[src/rtl/ibuf_pkg.sv]
// Shared types and sizing for the instruction-buffer flow controller.
// Latency: n/a (declarations only).
// Backpressure: n/a.
package ibuf_pkg;

  localparam int DEPTH        = 8;  // buffer entries (pairs) per FIFO lane
  localparam int CNT_W        = 4;  // occupancy width, holds 0..DEPTH
  localparam int MAX_INFLIGHT = 4;  // outstanding fetch request limit
  localparam int INF_W        = 3;  // in-flight / drop width, holds 0..MAX_INFLIGHT

  typedef enum logic {
    RUN  = 1'b0,  // normal operation
    DROP = 1'b1   // discarding fetch returns that were in flight at a flush
  } state_t;

endpackage

[src/rtl/sat_updown_cnt.sv]
// Saturating up/down counter with synchronous clear.
// Latency: count updates on the clock edge after inc/dec; o_ovf is combinational.
// Backpressure: none; o_ovf flags an increment that would pass MAX.
// Ports: clk, rst (async, active-high); i_clr sync clear; i_inc/i_dec step
//        requests (both together hold); o_cnt current count; o_ovf overflow.
module sat_updown_cnt #(
  parameter int W   = 4,
  parameter int MAX = 8
) (
  input  logic         clk,
  input  logic         rst,
  input  logic         i_clr,
  input  logic         i_inc,
  input  logic         i_dec,
  output logic [W-1:0] o_cnt,
  output logic         o_ovf
);

  localparam logic [W-1:0] MAXV = W'(MAX);

  logic [W-1:0] r_cnt;

  assign o_cnt = r_cnt;
  assign o_ovf = i_inc & ~i_dec & (r_cnt == MAXV);

  always_ff @(posedge clk or posedge rst) begin
    if (rst) begin
      r_cnt <= '0;
    end else if (i_clr) begin
      r_cnt <= '0;
    end else if (i_inc & ~i_dec) begin
      if (r_cnt != MAXV) r_cnt <= r_cnt + W'(1);
    end else if (i_dec & ~i_inc) begin
      if (r_cnt != '0) r_cnt <= r_cnt - W'(1);
    end
  end

endmodule

[src/rtl/ibuf_flow_ctrl.sv]
// Credit-based flow controller for the dual-lane instruction buffer.
// Latency: push/pop/flush gating is combinational; counters update on the next edge.
// Backpressure: fetch_stall refuses fetch when credits (occupancy+inflight) or the
//               in-flight limit are exhausted, during a flush, and while dropping.
// Ports: clk, rst (async, active-high); flush_in, fetch_req, inst_valid_in,
//        decode_ready inputs; fetch_stall, buf_push_en, buf_pop_en, buf_flush,
//        buf_valid strobes; occupancy, inflight counts; proto_err sticky flag.
module ibuf_flow_ctrl
  import ibuf_pkg::*;
(
  input  logic             clk,
  input  logic             rst,
  input  logic             flush_in,
  input  logic             fetch_req,
  output logic             fetch_stall,
  input  logic             inst_valid_in,
  input  logic             decode_ready,
  output logic             buf_push_en,
  output logic             buf_pop_en,
  output logic             buf_flush,
  output logic             buf_valid,
  output logic [CNT_W-1:0] occupancy,
  output logic [INF_W-1:0] inflight,
  output logic             proto_err
);

  state_t           r_state, w_state_nxt;
  logic [INF_W-1:0] r_drop_cnt, w_drop_nxt;
  logic [INF_W-1:0] w_outstanding;
  logic [CNT_W:0]   w_credit;
  logic             w_run, w_fire, w_ret, w_pop, w_unexp;
  logic             w_occ_ovf, w_inf_ovf;
  logic             r_proto_err;

  assign w_run = (r_state == RUN);

  // Credit sum one bit wider than occupancy so it cannot wrap.
  assign w_credit = {1'b0, occupancy} + {{(CNT_W + 1 - INF_W){1'b0}}, inflight};

  assign fetch_stall = rst | flush_in | ~w_run
                     | (w_credit >= (CNT_W + 1)'(DEPTH))
                     | (inflight == INF_W'(MAX_INFLIGHT));
  assign w_fire = fetch_req & ~fetch_stall;

  // A return only counts when a request is actually outstanding.
  assign w_ret   = inst_valid_in & w_run & ~flush_in & (inflight != '0) & ~rst;
  assign w_pop   = decode_ready & (occupancy != '0) & w_run & ~flush_in & ~rst;
  assign w_unexp = inst_valid_in & w_run & (inflight == '0);

  // An overflowing return is dropped rather than pushed into a full lane.
  assign buf_push_en = w_ret & ~w_occ_ovf;
  assign buf_pop_en  = w_pop;
  assign buf_valid   = w_pop;
  assign buf_flush   = flush_in & ~rst;
  assign proto_err   = r_proto_err;

  sat_updown_cnt #(.W(CNT_W), .MAX(DEPTH)) u_occ_cnt (
    .clk   (clk),
    .rst   (rst),
    .i_clr (flush_in),
    .i_inc (w_ret),
    .i_dec (w_pop),
    .o_cnt (occupancy),
    .o_ovf (w_occ_ovf)
  );

  sat_updown_cnt #(.W(INF_W), .MAX(MAX_INFLIGHT)) u_inf_cnt (
    .clk   (clk),
    .rst   (rst),
    .i_clr (flush_in),
    .i_inc (w_fire),
    .i_dec (w_ret),
    .o_cnt (inflight),
    .o_ovf (w_inf_ovf)
  );

  // Requests still owed a return: tracked by inflight in RUN, by drop_cnt in DROP.
  assign w_outstanding = w_run ? inflight : r_drop_cnt;

  always_comb begin
    w_state_nxt = r_state;
    w_drop_nxt  = r_drop_cnt;
    if (flush_in) begin
      // A return arriving on the flush edge is already accounted for.
      if (w_outstanding != '0) w_drop_nxt = w_outstanding - INF_W'(inst_valid_in);
      else                     w_drop_nxt = '0;
      w_state_nxt = (w_drop_nxt != '0) ? DROP : RUN;
    end else if (!w_run && inst_valid_in) begin
      w_drop_nxt = r_drop_cnt - INF_W'(1);
      if (w_drop_nxt == '0) w_state_nxt = RUN;
    end
  end

  always_ff @(posedge clk or posedge rst) begin
    if (rst) begin
      r_state    <= RUN;
      r_drop_cnt <= '0;
    end else begin
      r_state    <= w_state_nxt;
      r_drop_cnt <= w_drop_nxt;
    end
  end

  always_ff @(posedge clk or posedge rst) begin
    if (rst) begin
      r_proto_err <= 1'b0;
    end else if (w_unexp | w_occ_ovf | w_inf_ovf) begin
      r_proto_err <= 1'b1;
    end
  end

endmodule

[config.mk]
export PLATFORM = sky130hd
export DESIGN_NAME = ibuf_flow_ctrl
export DESIGN_NICKNAME = d
export VERILOG_FILES = /design/src/rtl/ibuf_pkg.sv /design/src/rtl/sat_updown_cnt.sv /design/src/rtl/ibuf_flow_ctrl.sv
export SDC_FILE = /design/constraint.sdc
export NUM_CORES = 1
export LEC_CHECK = 0
export ABC_AREA = 1
export CELL_PAD_IN_SITES_DETAIL_PLACEMENT = 0
export CELL_PAD_IN_SITES_GLOBAL_PLACEMENT = 1
export CORE_MARGIN = 2
export CORE_UTILIZATION = 35
export CTS_CLUSTER_DIAMETER = 30
export DETAILED_ROUTE_END_ITERATION = 16
export PLACE_DENSITY_LB_ADDON = 0.25
export SYNTH_ARGS = -nofsm -noshare
export SYNTH_HDL_FRONTEND = slang
export SYNTH_HIERARCHICAL = 1
export SYNTH_SLANG_ARGS = --single-unit
[constraint.sdc]
create_clock -name clk -period 4.7 [get_ports clk]
set_input_delay 1.175 -clock clk [delete_from_list [all_inputs] [get_ports clk]]
set_output_delay 1.175 -clock clk [all_outputs]
set_load 0.005 [all_outputs]
Word level (Yosys, flattened, before mapping)
Cells that the tools add are included.
Widths: inputs -> output; s select.
{"block": "classes", "addsub": 7, "mul": 0, "div_mod_pow": 0, "magnitude_cmp": 1, "eq_ne": 6, "shift": 0, "n_mux": 19, "n_bitwise": 32, "reduce_logical": 16}
{"cell": "$mux 3", "count": 10}
{"cell": "$reduce_bool 3->1", "count": 7}
{"cell": "$mux 4", "count": 5}
{"cell": "$and 1x1->1", "count": 18}
{"cell": "$ne 3x3->1 const B", "count": 3}
{"cell": "$not 1->1", "count": 8}
{"cell": "$logic_not 3->1", "count": 2}
{"cell": "$or 1x1->1", "count": 6}
{"cell": "$reduce_and 3->1", "count": 2}
{"cell": "$sub 3x1->3 const B", "count": 2}
{"cell": "$add 4x3->5", "count": 1}
{"cell": "$ge 5x4->1 const B", "count": 1}
{"cell": "$add 4x1->4 const B", "count": 1}
{"cell": "$eq 4x4->1 const B", "count": 1}
{"cell": "$mux 1", "count": 4}
{"cell": "$ne 4x4->1 const B", "count": 1}
{"cell": "$reduce_bool 2->1", "count": 2}
{"cell": "$reduce_bool 4->1", "count": 1}
{"cell": "$sub 4x1->4 const B", "count": 1}
{"cell": "$add 3x1->3 const B", "count": 1}
{"cell": "$eq 3x3->1 const B", "count": 1}
{"cell": "$sub 3x1->3", "count": 1}
{"cell": "$reduce_and 2->1", "count": 1}
{"cell": "$logic_and 1x1->1", "count": 1}
{"block": "word_totals", "regBits": 12, "latchBits": 0, "ram_bits": 0, "rom_bits": 0, "in_bits": 6, "out_inout_bits": 13, "elab_cells": 86, "n_memories": 0}

Depth between registers and ports, before layout
{"block": "logic_depth", "word_depth": 11, "ltp_mapped": 17, "ltp_nobuf": 17}

Cells and area by module
Netlist, hierarchy kept.
{"mod": "ibuf_flow_ctrl", "instances": 1, "cells_each": 84, "area_each_um2": 568.0, "seq_area_each_um2": 125.1}
{"mod": "sat_updown_cnt at u_occ_cnt", "instances": 1, "cells_each": 50, "area_each_um2": 355.3, "seq_area_each_um2": 100.1}
{"mod": "sat_updown_cnt at u_inf_cnt", "instances": 1, "cells_each": 47, "area_each_um2": 286.5, "seq_area_each_um2": 75.1}

Least setup slack after synthesis
Ideal clock, no wire load.
{"block": "synth_path", "kind": "input to output", "startpoint": "input rst", "endpoint": "output buf_push_en", "t_arrival_ps": 2413, "t_required_ps": 3525, "path_slack_ps": 1112, "path_stages": 7, "n_path_buf": 0, "path_cell_list": "inv_1 > nand3_1 > nor3b_1 > inv_2 > nand3_1 > nor2_2 > nor4_1"}
{"block": "synth_via", "elab_chain_cells": 7, "elab_cells_between_ends": 8, "classes_between": "8 x bitwise"}
{"element": "from (decl)", "line": "ibuf_flow_ctrl.sv:12", "source": "input logic rst,"}
{"element": "$not 1->1", "line": "ibuf_flow_ctrl.sv:47", "source": "assign w_pop = decode_ready & (occupancy != '0) & w_run & ~flush_in & ~rst;"}
{"element": "$and 1x1->1", "line": "ibuf_flow_ctrl.sv:47"}
{"element": "net buf_pop_en", "line": "ibuf_flow_ctrl.sv:19", "source": "output logic buf_pop_en,"}
{"element": "$not 1->1", "line": "sat_updown_cnt.sv:24", "source": "assign o_ovf = i_inc & ~i_dec & (r_cnt == MAXV);"}
{"element": "$and 1x1->1 (2 in series)", "line": "sat_updown_cnt.sv:24"}
{"element": "net w_occ_ovf", "line": "ibuf_flow_ctrl.sv:32", "source": "logic w_occ_ovf, w_inf_ovf;"}
{"element": "$not 1->1", "line": "ibuf_flow_ctrl.sv:51", "source": "assign buf_push_en = w_ret & ~w_occ_ovf;"}
{"element": "$and 1x1->1", "line": "ibuf_flow_ctrl.sv:51"}
{"element": "to (decl)", "line": "ibuf_flow_ctrl.sv:18", "source": "output logic buf_push_en,"}
The timed path passes the listed nets, and every way through them passes these cells.

Worst setup path in the final report
{"block": "layout_path", "startpoint": "input flush_in", "endpoint": "output buf_push_en"}
{"block": "layout_via", "elab_chain_cells": 8, "elab_cells_between_ends": 11, "classes_between": "11 x bitwise"}
{"element": "from (decl)", "line": "ibuf_flow_ctrl.sv:13", "source": "input logic flush_in,"}
{"element": "$not 1->1 (*)", "line": "ibuf_flow_ctrl.sv:46, ibuf_flow_ctrl.sv:47"}
{"element": "$and 1x1->1, on equally long branches (2 in series)", "line": "ibuf_flow_ctrl.sv:46, ibuf_flow_ctrl.sv:47"}
{"element": "$and 1x1->1 / $not 1->1 (equally long branches)", "line": "ibuf_flow_ctrl.sv:46, sat_updown_cnt.sv:24"}
{"element": "$and 1x1->1 (*) (2 in series)", "line": "sat_updown_cnt.sv:24"}
{"element": "net w_occ_ovf", "line": "ibuf_flow_ctrl.sv:32"}
{"element": "$not 1->1 (*)", "line": "ibuf_flow_ctrl.sv:51"}
{"element": "$and 1x1->1 (*)", "line": "ibuf_flow_ctrl.sv:51"}
The timed path passes the listed nets; every way through them passes the cells marked *.

==> results.sh <==
export IMPL_placed_cells=248
export IMPL_grt_max_degree=11
export IMPL_die_y_um=62.80
export IMPL_p_leak_nw=0.7346
export IMPL_drt_iter0_markers=68
export IMPL_gp_congestion=0.7668
export IMPL_switching_share_pct=45.59
export IMPL_worst_pin_slew_ns=0.3506
export IMPL_min_period_over_period_pct=95.24
export IMPL_finalMaxSlewViolations=0
export IMPL_first_global_vias=1111
export IMPL_nets=224
export IMPL_cp_slowest_stage_delay_ns=0.57
export IMPL_cts_tree="yes"
export IMPL_synth_area_mm2=0.001210
export IMPL_clock_sinks=12
export IMPL_syn_nets=198
export IMPL_worst_setup_path_start_kind="input pin"
export IMPL_rsz0062_at_grt="false"
export IMPL_clock_skew_ns=0.003428
export IMPL_clkPwrFrac_pct=14.3
export IMPL_p_total_mw=0.5661
export IMPL_synthCells=181
export IMPL_clock_tree_root_cell="clkbuf_4"
export IMPL_postCtsSetupRepairBufs=0
export IMPL_place_area_mm2=0.001470
export IMPL_pwr_share_seq_pct=29.1
export IMPL_period_minus_slack_ns=4.476
export IMPL_endpoint_kind="output port"
export IMPL_overflow=0
export IMPL_area_delta_synth_final_pct=24.92
export IMPL_irDropWorstVdd_mv=0.2191
export IMPL_post_dp_hpwl_mm=2.278
export IMPL_critPathSlowestCell="clkdlybuf4s50_1"
export IMPL_status="completed"
export IMPL_drt_wl_total_mm=2.702
export IMPL_grt_use_total_pct=15.22
export IMPL_fin_util_pct=45.29
export IMPL_cap_violations=0
export IMPL_critPathArrivalTime_ns=3.30
export IMPL_dieArea_mm2=0.003943
export IMPL_ant_nets=0
export IMPL_synth_edf_count=0
export IMPL_drive_above_1_share_pct=16.02
export IMPL_path_max_fanout=7
export IMPL_die_x_um=62.80
export IMPL_row_count=21
export IMPL_synthFlopType="dfrtp_1"
export IMPL_mostFrequentLayoutCells="nand2_1 (43), inv_1 (28), clkdlybuf4s50_1 (18)"
export IMPL_syn_avg_cell_area_um2=6.685
export IMPL_via_count=1171
export IMPL_drc=0
export IMPL_ys_ff_latch=12
export IMPL_grt_antenna_before_repair=0
export IMPL_clock_path_buffers=2
export IMPL_fin_area_mm2=0.001511
export IMPL_initial_core_util_pct=36.26
export IMPL_cts_max_level=1
export IMPL_cellPowerDensity_mw_per_mm2=374.6
export IMPL_combPwrFrac_pct=56.6
export IMPL_yosysWarnings=6
export IMPL_async_flop_share_pct=100.0
export IMPL_crit_required_ns=3.52
export IMPL_layout_cells_non_filler=252
export IMPL_path_class="input pin to output port"
export IMPL_yosysUniqueCellTypes=29
export IMPL_port_buffers=18
export IMPL_numCtsBuffers=3
export IMPL_grt_pass1_wl_mm=4.905
export IMPL_cts_hold_buf=0
export IMPL_layout_commonest_cell="nand2_1"
export IMPL_max_freq_ghz=0.2234
export IMPL_path_clk_slew_ns=0.07
export IMPL_dr_pass1_iters=4
export IMPL_insertion_delay_ns=0.27
export IMPL_switching_power_mw=0.2581
export IMPL_routedWlPerCell_um=10.72
export IMPL_setup_viol=0
export IMPL_intPower_mw=0.3080
export IMPL_yosysSeqAreaShare_pct=24.82
export IMPL_setup_tns_ns=0
export IMPL_relSlewSlack_pct=76.41
export IMPL_crit_chain="clkdlybuf4s50_1, inv_2, nand3_1, nor3b_2, inv_2, nand3_1, nor2_2, nor4_1, clkdlybuf4s50_1"
export IMPL_viasPerCell=4.647
export IMPL_pin_count=19
export IMPL_antenna_cells=0
export IMPL_finalHoldViolCount=0
export IMPL_core_mm2=0.003337
export IMPL_hold_path_class="register to register"
cell usage after synthesis, types with 2 or more instances:
cell	count	area share (%)
o21ai_1	4	1.7
o21ai_2	2	1.4
dfrtp_1	12	25
nor2_2	3	1.6
ha_1	10	10
a21oi_1	7	2.9
inv_2	7	2.2
nand3b_1	2	1.2
nor4_1	2	1.0
nand4_1	2	1.0
o21ai_0	2	0.83
nand2_1	43	13
nand3_1	15	6.2
inv_1	28	8.7
nand2_2	7	3.6
xnor2_1	3	2.2
nor2_1	15	4.7
nor3_1	6	2.5
worst max-delay path: cells and delay by family:
kind | cells | cell delay (ns)
buffers and inverters | 4 | 1.21
AND/OR/NAND/NOR | 5 | 0.91
cells by family (layout without fill, tap and decap cells):
logic type               count (synthesis)  count (layout)  share of synthesized area, %
flip-flops                              12              12                         24.82
XOR/XNOR                                 4               4                         2.896
adder cells (fa/ha/maj)                 11              11                         12.00
AO/OA/AOI/OAI                           18              18                         9.825
buffers and inverters                   36              61                         11.48
AND/OR/NAND/NOR                        100             100                         38.99
power groups by stage:
stage | combinational, mW | clock (mW) | sequential (mW)
after floorplan | 0.242 | 0 | 0.159
after global placement | 0.315 | 0 | 0.167
after detailed placement | 0.323 | 0 | 0.167
after CTS | 0.325 | 0.0850 | 0.165
after global routing | 0.369 | 0.0887 | 0.170
final | 0.320 | 0.0809 | 0.165
through the flow:
stage,hold WS (ns),setup slack [ns]
after floorplan,0.4701,1.112
after global placement,0.5049,0.2186
after detailed placement,0.5035,0.1553
after CTS,0.5206,0.1548
after global routing,0.5525,0.1276
final,0.5083,0.2237
per-layer routing:
layer / track usage [%] / vias to the layer above / wire (µm) / share of wire (%)
li1: - / 625 / - / -
met3: 1.081 / 2 / 91 / 3.4
met1: 21.24 / 516 / 1306 / 48
met2: 25.00 / 28 / 1286 / 48
met4: 5.000 / 0 / 19 / 0.70
met5: 0 / - / 0 / 0
path summary, 6_finish.rpt:
kind / from / endpoint / slack (ns) / cells after the start
setup / recovery: flush_in / buf_push_en / 0.22 / 9
hold / removal: proto_err / proto_err / 0.51 / 2
setup reg to reg: u_inf_cnt/o_cnt[1] / u_inf_cnt/o_cnt[2] / 2.20 / 17
hold reg to reg: proto_err / proto_err / 0.51 / 2
max in group asynchronous: rst / r_state / 3.30 / 3
min in group asynchronous: rst / u_inf_cnt/o_cnt[1] / 1.18 / 2
cell type report:
type,count,area [µm²]
Sequential cell,12,300.3
Tap cell,46,57.56
Multi-Input combinational cell,133,775.7
Fill cell,361,1826
Timing Repair Buffer,22,210.2
Inverter,35,131.4
Clock buffer,4,36.28
flip-flops by register name (all words and copies together), names as in the netlist:
register	flops
r_state	1
u_inf_cnt/o_cnt	3
u_occ_cnt/o_cnt	4
proto_err	1
r_drop_cnt	3
repair_timing:
item | 4_1_cts | 5_1_grt
resized for setup | 0 | 1
setup endpoints to repair | 0 | 1
endpoints found under the hold margin | 0 | 0
No activity file was read; power rests on OpenSTA's default activity.
